<file path="src/rtl/bus_router.sv">
// bus_router: single-outstanding router from the core request port
// to the device bus, with address decode and a response watchdog.
package params_pkg;
  localparam int ADDR_W = 16;
  localparam int DATA_W = 256;

  typedef enum logic [2:0] {
    DRAM, DROM, DMAT, DINT,
    DREG, DEXE, DSPI, DNON
  } did_t;
endpackage

module bus_router #(
  parameter int ADDR_W   = params_pkg::ADDR_W,
  parameter int DATA_W   = params_pkg::DATA_W,
  parameter int TIMEOUT  = 64,
  parameter int ERRCNT_W = 8
) (
  input  logic                clk,
  input  logic                rst,
  input  logic                m_req_valid,
  output logic                m_req_ready,
  input  logic [ADDR_W-1:0]   m_addr,
  input  logic                m_we,
  input  logic [DATA_W-1:0]   m_wdata,
  output logic                m_rsp_valid,
  input  logic                m_rsp_ready,
  output logic [DATA_W-1:0]   m_rsp_rdata,
  output logic                m_rsp_err,
  output logic                d_req_valid,
  input  logic                d_req_ready,
  output params_pkg::did_t    d_did,
  output logic [ADDR_W-1:0]   d_addr,
  output logic                d_we,
  output logic [DATA_W-1:0]   d_wdata,
  input  logic                d_rsp_valid,
  input  logic [DATA_W-1:0]   d_rsp_rdata,
  output logic [ERRCNT_W-1:0] err_count
);
  import params_pkg::*;

  localparam int TW = $clog2(TIMEOUT);
  localparam logic [TW-1:0] TLAST =
    TW'(TIMEOUT - 1);

  typedef enum logic [1:0] {
    IDLE, ISSUE, WAIT, RESP
  } st_t;

  st_t st;
  logic [TW-1:0] tmr;
  logic expire;
  did_t dec_did;
  logic [ADDR_W-1:0] dec_off;

  assign expire = (tmr == TLAST);

  always_comb begin
    dec_did = DNON;
    dec_off = '0;
    unique case (1'b1)
      (m_addr[15] == 1'b0): begin
        dec_did = DRAM;
        dec_off = m_addr & ADDR_W'(16'h7FFF);
      end
      (m_addr[15:13] == 3'b100): begin
        dec_did = DROM;
        dec_off = m_addr & ADDR_W'(16'h1FFF);
      end
      (m_addr[15:12] == 4'hA): begin
        dec_did = DMAT;
        dec_off = m_addr & ADDR_W'(16'h0FFF);
      end
      (m_addr[15:8] == 8'hB0): begin
        dec_did = DINT;
        dec_off = m_addr & ADDR_W'(16'h00FF);
      end
      (m_addr[15:8] == 8'hB1): begin
        dec_did = DREG;
        dec_off = m_addr & ADDR_W'(16'h00FF);
      end
      (m_addr[15:8] == 8'hB2): begin
        dec_did = DEXE;
        dec_off = m_addr & ADDR_W'(16'h00FF);
      end
      (m_addr[15:8] == 8'hB3): begin
        dec_did = DSPI;
        dec_off = m_addr & ADDR_W'(16'h00FF);
      end
      default: ;
    endcase
  end

  always_ff @(posedge clk or posedge rst) begin
    if (rst) begin
      st          <= IDLE;
      tmr         <= '0;
      m_req_ready <= 1'b1;
      m_rsp_valid <= 1'b0;
      m_rsp_err   <= 1'b0;
      m_rsp_rdata <= '0;
      d_req_valid <= 1'b0;
      d_did       <= DNON;
      d_addr      <= '0;
      d_we        <= 1'b0;
      d_wdata     <= '0;
      err_count   <= '0;
    end else begin
      unique case (st)
        IDLE: begin
          if (m_req_valid) begin
            m_req_ready <= 1'b0;
            if (dec_did == DNON) begin
              st          <= RESP;
              m_rsp_valid <= 1'b1;
              m_rsp_err   <= 1'b1;
              m_rsp_rdata <= '0;
            end else begin
              st          <= ISSUE;
              tmr         <= '0;
              d_req_valid <= 1'b1;
              d_did       <= dec_did;
              d_addr      <= dec_off;
              d_we        <= m_we;
              d_wdata     <= m_wdata;
            end
          end
        end
        ISSUE: begin
          if (expire) begin
            st          <= RESP;
            d_req_valid <= 1'b0;
            m_rsp_valid <= 1'b1;
            m_rsp_err   <= 1'b1;
            m_rsp_rdata <= '0;
          end else begin
            tmr <= tmr + 1'b1;
            if (d_req_ready) begin
              st          <= WAIT;
              d_req_valid <= 1'b0;
            end
          end
        end
        WAIT: begin
          // a response on the expiry cycle beats the watchdog
          if (d_rsp_valid) begin
            st          <= RESP;
            m_rsp_valid <= 1'b1;
            m_rsp_err   <= 1'b0;
            m_rsp_rdata <= d_we ? '0 : d_rsp_rdata;
          end else if (expire) begin
            st          <= RESP;
            m_rsp_valid <= 1'b1;
            m_rsp_err   <= 1'b1;
            m_rsp_rdata <= '0;
          end else begin
            tmr <= tmr + 1'b1;
          end
        end
        RESP: begin
          if (m_rsp_ready) begin
            st          <= IDLE;
            m_rsp_valid <= 1'b0;
            m_req_ready <= 1'b1;
            m_rsp_err   <= 1'b0;
            m_rsp_rdata <= '0;
            if (m_rsp_err && !(&err_count))
              err_count <= err_count + 1'b1;
          end
        end
        default: st <= IDLE;
      endcase
    end
  end
endmodule
</file>
<file path="config.mk">
export PLATFORM = sky130hd
export DESIGN_NAME = bus_router
export DESIGN_NICKNAME = d
export VERILOG_FILES = /design/src/rtl/bus_router.sv
export SDC_FILE = /design/constraint.sdc
export NUM_CORES = 1
export LEC_CHECK = 0
export CORE_AREA = 2 2 416 418
export DETAILED_ROUTE_END_ITERATION = 16
export DIE_AREA = 0 0 418 420
export SLEW_MARGIN = 15
export SYNTH_ARGS = -nofsm -noshare
export SYNTH_HDL_FRONTEND = slang
export SYNTH_SLANG_ARGS = --single-unit
</file>
<file path="constraint.sdc">
create_clock -name clk -period 19.93 [get_ports clk]
set_input_delay 1.993 -clock clk [delete_from_list [all_inputs] [get_ports clk]]
set_output_delay 1.993 -clock clk [all_outputs]
set_load 0.1 [all_outputs]
</file>
; ---- Word-level counts from Yosys, hierarchy flattened
; Index checks and enable logic that the tools add are counted.
[word_totals]
reg_bits = 552
in_bits = 535
out_inout_bits = 544
word_cells = 88
[classes]
n_addsub = 2
n_eq_ne = 18
muxes = 39
n_bitwise = 2
n_reduce_logical = 15
[op_table]
columns = cell, n
row1 = $mux 256, 6
row2 = $pmux 256 s4, 1
row3 = $pmux 15 s4, 1
row4 = $eq 8x8->1 const B, 4
row5 = $mux 6, 4
row6 = $pmux 3 s7, 1
row7 = $pmux 6 s3, 1
row8 = $mux 2, 7
row9 = $mux 1, 13
row10 = $reduce_and 3->1, 4
row11 = $reduce_and 4->1, 3
row12 = $ne 2x2->1 const B, 5
row13 = $add 8x1->8 const B, 1
row14 = $pmux 1 s4, 2
row15 = $pmux 2 s4, 1
row16 = $reduce_and 8->1, 1
row17 = $add 6x1->6 const B, 1
row18 = $eq 3x3->1 const B, 2
row19 = $eq 6x6->1 const B, 1
row20 = $ne 3x3->1 const B, 2
row21 = $eq 2x2->1 const B, 2
row22 = $eq 4x4->1 const B, 1
row23 = $pmux 1 s2, 2
row24 = $reduce_bool 2->1, 2
row25 = 7 further kinds, 8

; ---- Depth between registers and ports, before layout
; Gate-level depths: netlist of run 1.
[depth]
word_depth = 6
depth_mapped = 8
mapped_depth_nobuf = 6

; ---- Least setup slack after synthesis of run 1
; Ideal clock, no wire load.
[synth_timing]
kind = in2reg
from = in m_addr[15]
to = reg d_wdata[161]
setup_time_ns = 0.126
arrival_time_ns = 3.278
t_required_ns = 19.804
setup_slack_ns = 16.526
stages = 6
path_buffers = 3
path_cell_list = buf_4 -> o2111ai_2 -> nand3_1 -> clkbuf_1 -> buf_2 -> mux2_2
[synth_via]
elab_chain_cells = 5
elab_cells_between_ends = 11
classes_between = eq/ne: 7 / mux: 1 / bitwise: 2 / reduce/logical: 1
[synth_rtl]
columns = element, line
row1 = start: declaration, 23  ; input logic [ADDR_W-1:0] m_addr,
row2 = "$eq 8x8->1, or another cell as far along", 86  ; (m_addr[15:8] == 8'hB3): begin
row3 = $pmux 3 s7 (*), 61  ; unique case (1'b1)
row4 = $eq 3x3->1 (*), 113  ; if (dec_did == DNON) begin
row5 = $not 1->1 (no line) (*), --
row6 = $reduce_and 3->1 (no line) (*), --
row7 = end signal: assignment, 125  ; d_wdata <= m_wdata;
row8 = end: declaration, 35  ; output logic [DATA_W-1:0] d_wdata,
; Every way passes the cells marked *; elsewhere a longest branch is shown, timed or not.
; A chain may end at the register's enable or synchronous reset.

; ---- Final worst setup path of run 1
[layout_timing]
from = in m_addr[15]
to = reg m_rsp_rdata[207]
[layout_via]
elab_chain_cells = 5
elab_cells_between_ends = 11
classes_between = eq/ne: 8 / mux: 1 / bitwise: 1 / reduce/logical: 1
[layout_rtl]
columns = element, line
row1 = "$eq 8x8->1, or another cell as far along", 86
row2 = $pmux 3 s7 (*), 61
row3 = $eq 3x3->1 (*), 113
row4 = $ne 2x2->1 (no line) (*), --
row5 = $reduce_and 3->1 (no line) (*), --
row6 = end signal: assignment, 150  ; m_rsp_rdata <= d_we ? '0 : d_rsp_rdata;
row7 = end: declaration, 28  ; output logic [DATA_W-1:0] m_rsp_rdata,
; Marks and branches as above.

==> flow_summary.json, run 1 <==
{
  "status": "finished clean",
  "initial_core_util_pct": 12.2,
  "drive_above_1_share_pct": 17.4,
  "setup_tns_ns": 0,
  "drc_errors": 0,
  "yosys_warnings": 0,
  "synth_cell_type_count": 49,
  "maxCapViolCount": 0,
  "grt_pass1_vias": 16400,
  "drtIter0Drc": 951,
  "hold_viol": 0,
  "crit_family": "buffers and inverters",
  "cp_num_buf_inv": 4,
  "cts.sinks": 551,
  "synth_area_leader_cell": "dfrtp_1",
  "startpoint": "m_addr[15]",
  "fin_crit_ns": 6.18,
  "worstPathCellList": "clkdlybuf4s50_1 -> o2111ai_2 -> a221oi_4 -> and4_4 -> buf_4 -> buf_4 -> buf_4 -> a22o_1",
  "clkTransAtPathRegs_ns": 0.06,
  "post_cts_resized": 0,
  "die_w_um": 418,
  "max_freq_ghz": 0.162,
  "clock_skew_ns": 0.0172,
  "gr-usage-all-layers_pct": 10.7,
  "crit_cells": 8,
  "hold_buffers": 0,
  "h-tree-depth": 3,
  "r2r-start": "st[1]$_DFFE_PP0P_",
  "finalMaxSlewViolations": 0,
  "critical_path_class": "in -> reg",
  "area.growth.synth_to_final_pct": 72.8,
  "worst_path_max_delay_cell": "buf_4",
  "postSynthAreaPerCell_um2": 15.6,
  "die_y_um": 420,
  "hold_path_depth": 2,
  "wl_per_cell_um": 21.0,
  "critPathCaptureType": "flop",
  "place_hpwl_mm": 78.4,
  "num_rows": 152,
  "cts_tree": "built",
  "synth_cells": 1339,
  "cts_setup_buffers": 0,
  "nFillCells": 18200,
  "place_congestion": 0.856,
  "async_flop_share_pct": 100,
  "synth_seq_cells": 551,
  "hold_path.class": "reg -> reg",
  "slew_headroom_pct": 20.9,
  "grt_pass1_wl_mm": 133,
  "cts_buffer_depth": 3,
  "cts_root_buf": "clkbuf_16",
  "hp-start": "d_addr[10]$_DFFE_PP0P_",
  "dr.pass1.iters": 5,
  "cts_made_buffers": 68,
  "yosysSeqAreaShare_pct": 66.2,
  "synth.area.top_cells": "dfrtp_1 (66%), mux2_2 (14%), a22o_1 (11%)",
  "ant_nets": 0,
  "rsz0062_at_grt": "false",
  "post-synth-top-count-cell": "dfrtp_1",
  "critPathMaxStageDelay_ns": 0.89,
  "routed_wl_mm": 98.8,
  "required_ns": 20.52,
  "die_area_um2": 176000,
  "worst-slew-pin-transition_ns": 1.18,
  "syn-num-nets": 1880,
  "viasPerCell": 3.44,
  "insertion_delay_ns": 0.68,
  "core_area_um2": 171000,
  "yosys_most_used_dff": "dfrtp_1",
  "fin_crit_sh_pct": 31.0,
  "yosys-top-cells-count": "dfrtp_1 (547), mux2_2 (260), a22o_1 (256)",
  "cp_max_fo": 94,
  "port_buffers": 1077,
  "synth_edf_count": 0,
  "dr_total_vias": 16200,
  "synth_top_area_share_pct": 65.7,
  "setup_viol": 0,
  "top_level_ports": 1079,
  "final_nets": 2950,
  "overflow": 0,
  "antenna_found_initial": 41,
  "timing.critical_path.mode_cell": "buf_4",
  "cp.arrival_ns": 6.77,
  "r2r_cells": 9,
  "worst_setup_path_start_kind": "input pin",
  "syn_area_um2": 20800,
  "grt_max_degree": 152
}
metal layers:
layer | GRT usage (%) | part of all wire [%] | up-vias
met3 | 5.66 | 11 | 144
met5 | 0 | 0.24 | -
met1 | 12.6 | 39 | 8233
li1 | - | - | 7102
met4 | 3.50 | 2.7 | 40
met2 | 16.7 | 47 | 642
stage by stage:
stage | util [%] | setup WS, ns | hold slack [ns] | cell area [µm²] | std cells
after CTS | 21.0 | 13.92 | 0.484 | 36000 | 4692
after detailed placement | 19.7 | 13.16 | 0.472 | 33700 | 4572
after global placement | 19.7 | 13.32 | 0.466 | 33700 | 4572
after floorplan | - | 2.54 | 0.497 | 20800 | 1339
after global routing | 21.0 | 13.59 | 0.504 | 36000 | 4696
final | 21.1 | 13.75 | 0.481 | 36000 | 4699
cells in the final DEF, fill, tap and decap left out, types with 3 or more instances in the layout:
cell,instances
dfrtp_1,547
clkinv_2,5
clkdlybuf4s50_1,1040
xnor2_1,3
clkinvlp_4,4
mux2_2,260
clkinv_8,3
buf_4,49
diode_2,7
nand3_1,10
dfstp_2,4
a22o_1,256
ha_1,6
nor2b_1,3
clkbuf_8,19
nand3b_1,4
inv_1,8
clkbuf_1,14
a21oi_1,4
nor2_1,11
nand2b_1,4
buf_12,3
o211ai_1,5
clkinv_16,3
a21boi_0,3
a32o_1,3
clkbuf_16,68
nand2_1,48
o21ai_0,27
xor2_1,4
cells by family (layout without fill, tap and decap cells):
group                      Yosys count  in the layout  synth area share, %
xor gates and xnor gates             7              7                0.294
and+or+nand+nor                     93             93                 2.08
adders and majority gates            6              6                0.360
DFF                                551            551                 66.2
other                                1              8               0.0180
AOI/OAI and AO/OA                  319            319                 12.9
buffers and inverters              102           1222                 4.10
muxes                              260            260                 14.1
worst reg2reg max path, delay by kind of cell (launching register included):
kind            cells  cell delay (ns)
buf+inv             4             2.40
compound gates      3             1.12
simple gates        1             0.61
flops               1             0.41
fa+ha+maj           1             0.32
path summary, 6_finish.rpt:
path	end	slack, ns
setup / recovery	m_rsp_rdata[207]$_DFFE_PP0P_	13.75
hold / removal	d_addr[10]$_DFFE_PP0P_	0.48
setup reg to reg	m_rsp_rdata[207]$_DFFE_PP0P_	15.00
hold reg to reg	d_addr[10]$_DFFE_PP0P_	0.48
max in group asynchronous	d_wdata[24]$_DFFE_PP0P_	15.06
min in group asynchronous	m_rsp_rdata[152]$_DFFE_PP0P_	1.87
sequential cells by signal (all words and copies together) (netlist names), 2 cells and up:
register     flops
d_wdata        256
err_count        8
st               2
d_addr          15
d_did            3
m_rsp_rdata    256
tmr              6
area by class of cell:
type                       count  area, µm²  share of cell area [%]
clock inverter                19        283                   0.786
antenna                        7       17.5                  0.0487
tap                         2233       2790                    7.76
inverter                       9       41.3                   0.115
multi-input combinational    686       6210                    17.2
clock buffer                 101       2020                    5.60
timing repair buffer        1093      10800                    30.1
sequential                   551      13800                    38.3
Power of run 1 is not shown: default switching activity piles up to over one toggle a cycle in this logic, so the estimate is an artifact.
==> run 2, diff against run 1 <==
- CORE_AREA: 2 2 416 418 -> 2 2 425 427
- DIE_AREA: 0 0 418 420 -> 0 0 427 429
- clock period: 19.93 -> 5.2 ns (I/O delays scaled with it)
==> flow_summary.json, run 2 (synthesized netlist as in run 1, its figures left out) <==
{
  "status": "finished clean",
  "required_ns": 5.78,
  "multi_input_area_um2": 6210,
  "initial_core_util_pct": 11.7,
  "cts.sinks": 551,
  "setup_tns_ns": 0,
  "h-tree-depth": 3,
  "grt_max_degree": 196,
  "r2r-start": "st[1]$_DFFE_PP0P_",
  "top_level_ports": 1079,
  "wl_per_cell_um": 22.8,
  "cts_setup_buffers": 0,
  "place_hpwl_mm": 88.6,
  "worst_path_max_delay_cell": "buf_4",
  "die_area_um2": 183000,
  "setup_viol": 0,
  "regToRegEndpoint": "d_wdata[8]$_DFFE_PP0P_",
  "clkTransAtPathRegs_ns": 0.06,
  "final_area_um2": 36300,
  "die_y_um": 429,
  "startpoint": "st[1]$_DFFE_PP0P_",
  "overflow": 0,
  "mostFrequentLayoutCells": "clkdlybuf4s50_1 (1,001), dfrtp_1 (547), mux2_2 (260)",
  "r2r_setup_slack_ns": 1.89,
  "die_w_um": 427,
  "cts_root_buf": "clkbuf_16",
  "core_area_um2": 178000,
  "critPathMaxStageDelay_ns": 0.75,
  "area.growth.synth_to_final_pct": 74.5,
  "maxCapViolCount": 0,
  "pre_cts_ws_ns": 1.44,
  "place_inst": 4701,
  "final_cells": 4831,
  "clock_skew_ns": 0.0515,
  "gr-usage-all-layers_pct": 11.6,
  "reg_top3": "d_wdata: 256 flops, m_rsp_rdata: 256 flops, d_addr: 15 flops",
  "layout_commonest_cell": "clkdlybuf4s50_1",
  "drtIter0Drc": 982,
  "antenna_found_initial": 59,
  "worstPathCellList": "inv_1 -> ha_1 -> a21boi_1 -> nand3_4 -> buf_12 -> buf_4 -> mux2_2",
  "viasPerCell": 3.39,
  "grt_pass1_vias": 16400,
  "r2r_cells": 7,
  "drc_errors": 0,
  "rsz0062_at_grt": "false",
  "hold_viol": 0,
  "worst_setup_path_start_kind": "flop",
  "max_freq_ghz": 0.302,
  "dr_total_vias": 16400,
  "final_nets": 2960,
  "cts_made_buffers": 71,
  "place_congestion": 0.881,
  "hold_path.class": "in -> async",
  "hold_buffers": 0,
  "worst-slew-pin-transition_ns": 1.20,
  "slew_headroom_pct": 20.0,
  "nFillCells": 19200,
  "insertion_delay_ns": 0.70,
  "post_cts_resized": 0,
  "num_rows": 155,
  "fin_ws_ns": 1.89,
  "fin_crit_ns": 3.31,
  "dr.pass1.iters": 5,
  "ant_nets": 0,
  "cts_tree": "built",
  "critPathCaptureType": "flop",
  "critical_path_class": "reg -> reg",
  "fin_crit_sh_pct": 63.6,
  "seq_area_um2": 13800,
  "routed_wl_mm": 110,
  "cts_buffer_depth": 3,
  "grt_pass1_wl_mm": 146,
  "port_buffers": 1077,
  "place_area_um2": 33800,
  "cp_max_fo": 164,
  "cp.arrival_ns": 3.88,
  "drive_above_1_share_pct": 19.3,
  "finalMaxSlewViolations": 0
}
[run 2: cell count changes in the layout (fill, tap and decap cells not counted), moves of 3 or more]
cell	change
buf_12	+5
bufinv_16	+5
clkbuf_8	-5
clkbuf_16	+3
clkdlybuf4s50_1	-39
diode_2	-3
buf_4	+42
clkbuf_1	+3
[run 2: final cells by class]
class / instances / share of cell area (%)
sequential: 551 / 38.0
timing repair buffer: 1100 / 29.9
multi-input combinational: 686 / 17.1
tap: 2355 / 8.11
clock buffer: 102 / 5.59
clock inverter: 24 / 1.25
inverter: 9 / 0.103
antenna: 4 / 0.0275
[run 2: worst max path at each step]
| stage | end | slack (ns) | depth (start not counted) |
|---|---|---|---|
| 2_1_floorplan | d_addr[0]$_DFFE_PP0P_ | -2.81 | 1 |
| 3_5_place_dp | d_wdata[215]$_DFFE_PP0P_ | 1.44 | 6 |
| 4_1_cts | d_wdata[215]$_DFFE_PP0P_ | 1.86 | 7 |
| 3_3_place_gp | d_wdata[239]$_DFFE_PP0P_ | 1.48 | 6 |
| 5_1_grt | d_wdata[17]$_DFFE_PP0P_ | 1.64 | 7 |
| 6_report | d_wdata[8]$_DFFE_PP0P_ | 1.89 | 7 |
[run 2: layer usage]
layer / vias up / wire length (µm) / GRT usage [%]
met1: 8265 / 41800 / 13.1
met4: 32 / 3470 / 4.09
li1: 7143 / - / -
met3: 197 / 11100 / 5.05
met5: - / 200 / 0
met2: 759 / 53600 / 19.3
[run 2: critical path, delay by kind of cell (launching register included)]
kind,cells,cell delay [ns]
simple gates,1,0.16
flops,1,0.41
mux,1,0.41
fa+ha+maj,1,0.33
buf+inv,3,1.38
compound gates,1,0.26
[run 2: metrics by stage]
stage	hold WS [ns]	util (%)
after floorplan	0.497	-
after global placement	0.464	19.0
after detailed placement	0.470	19.0
after CTS	0.168	20.4
after global routing	0.201	20.4
final	0.225	20.4
Power of run 2 is left out for the same reason.
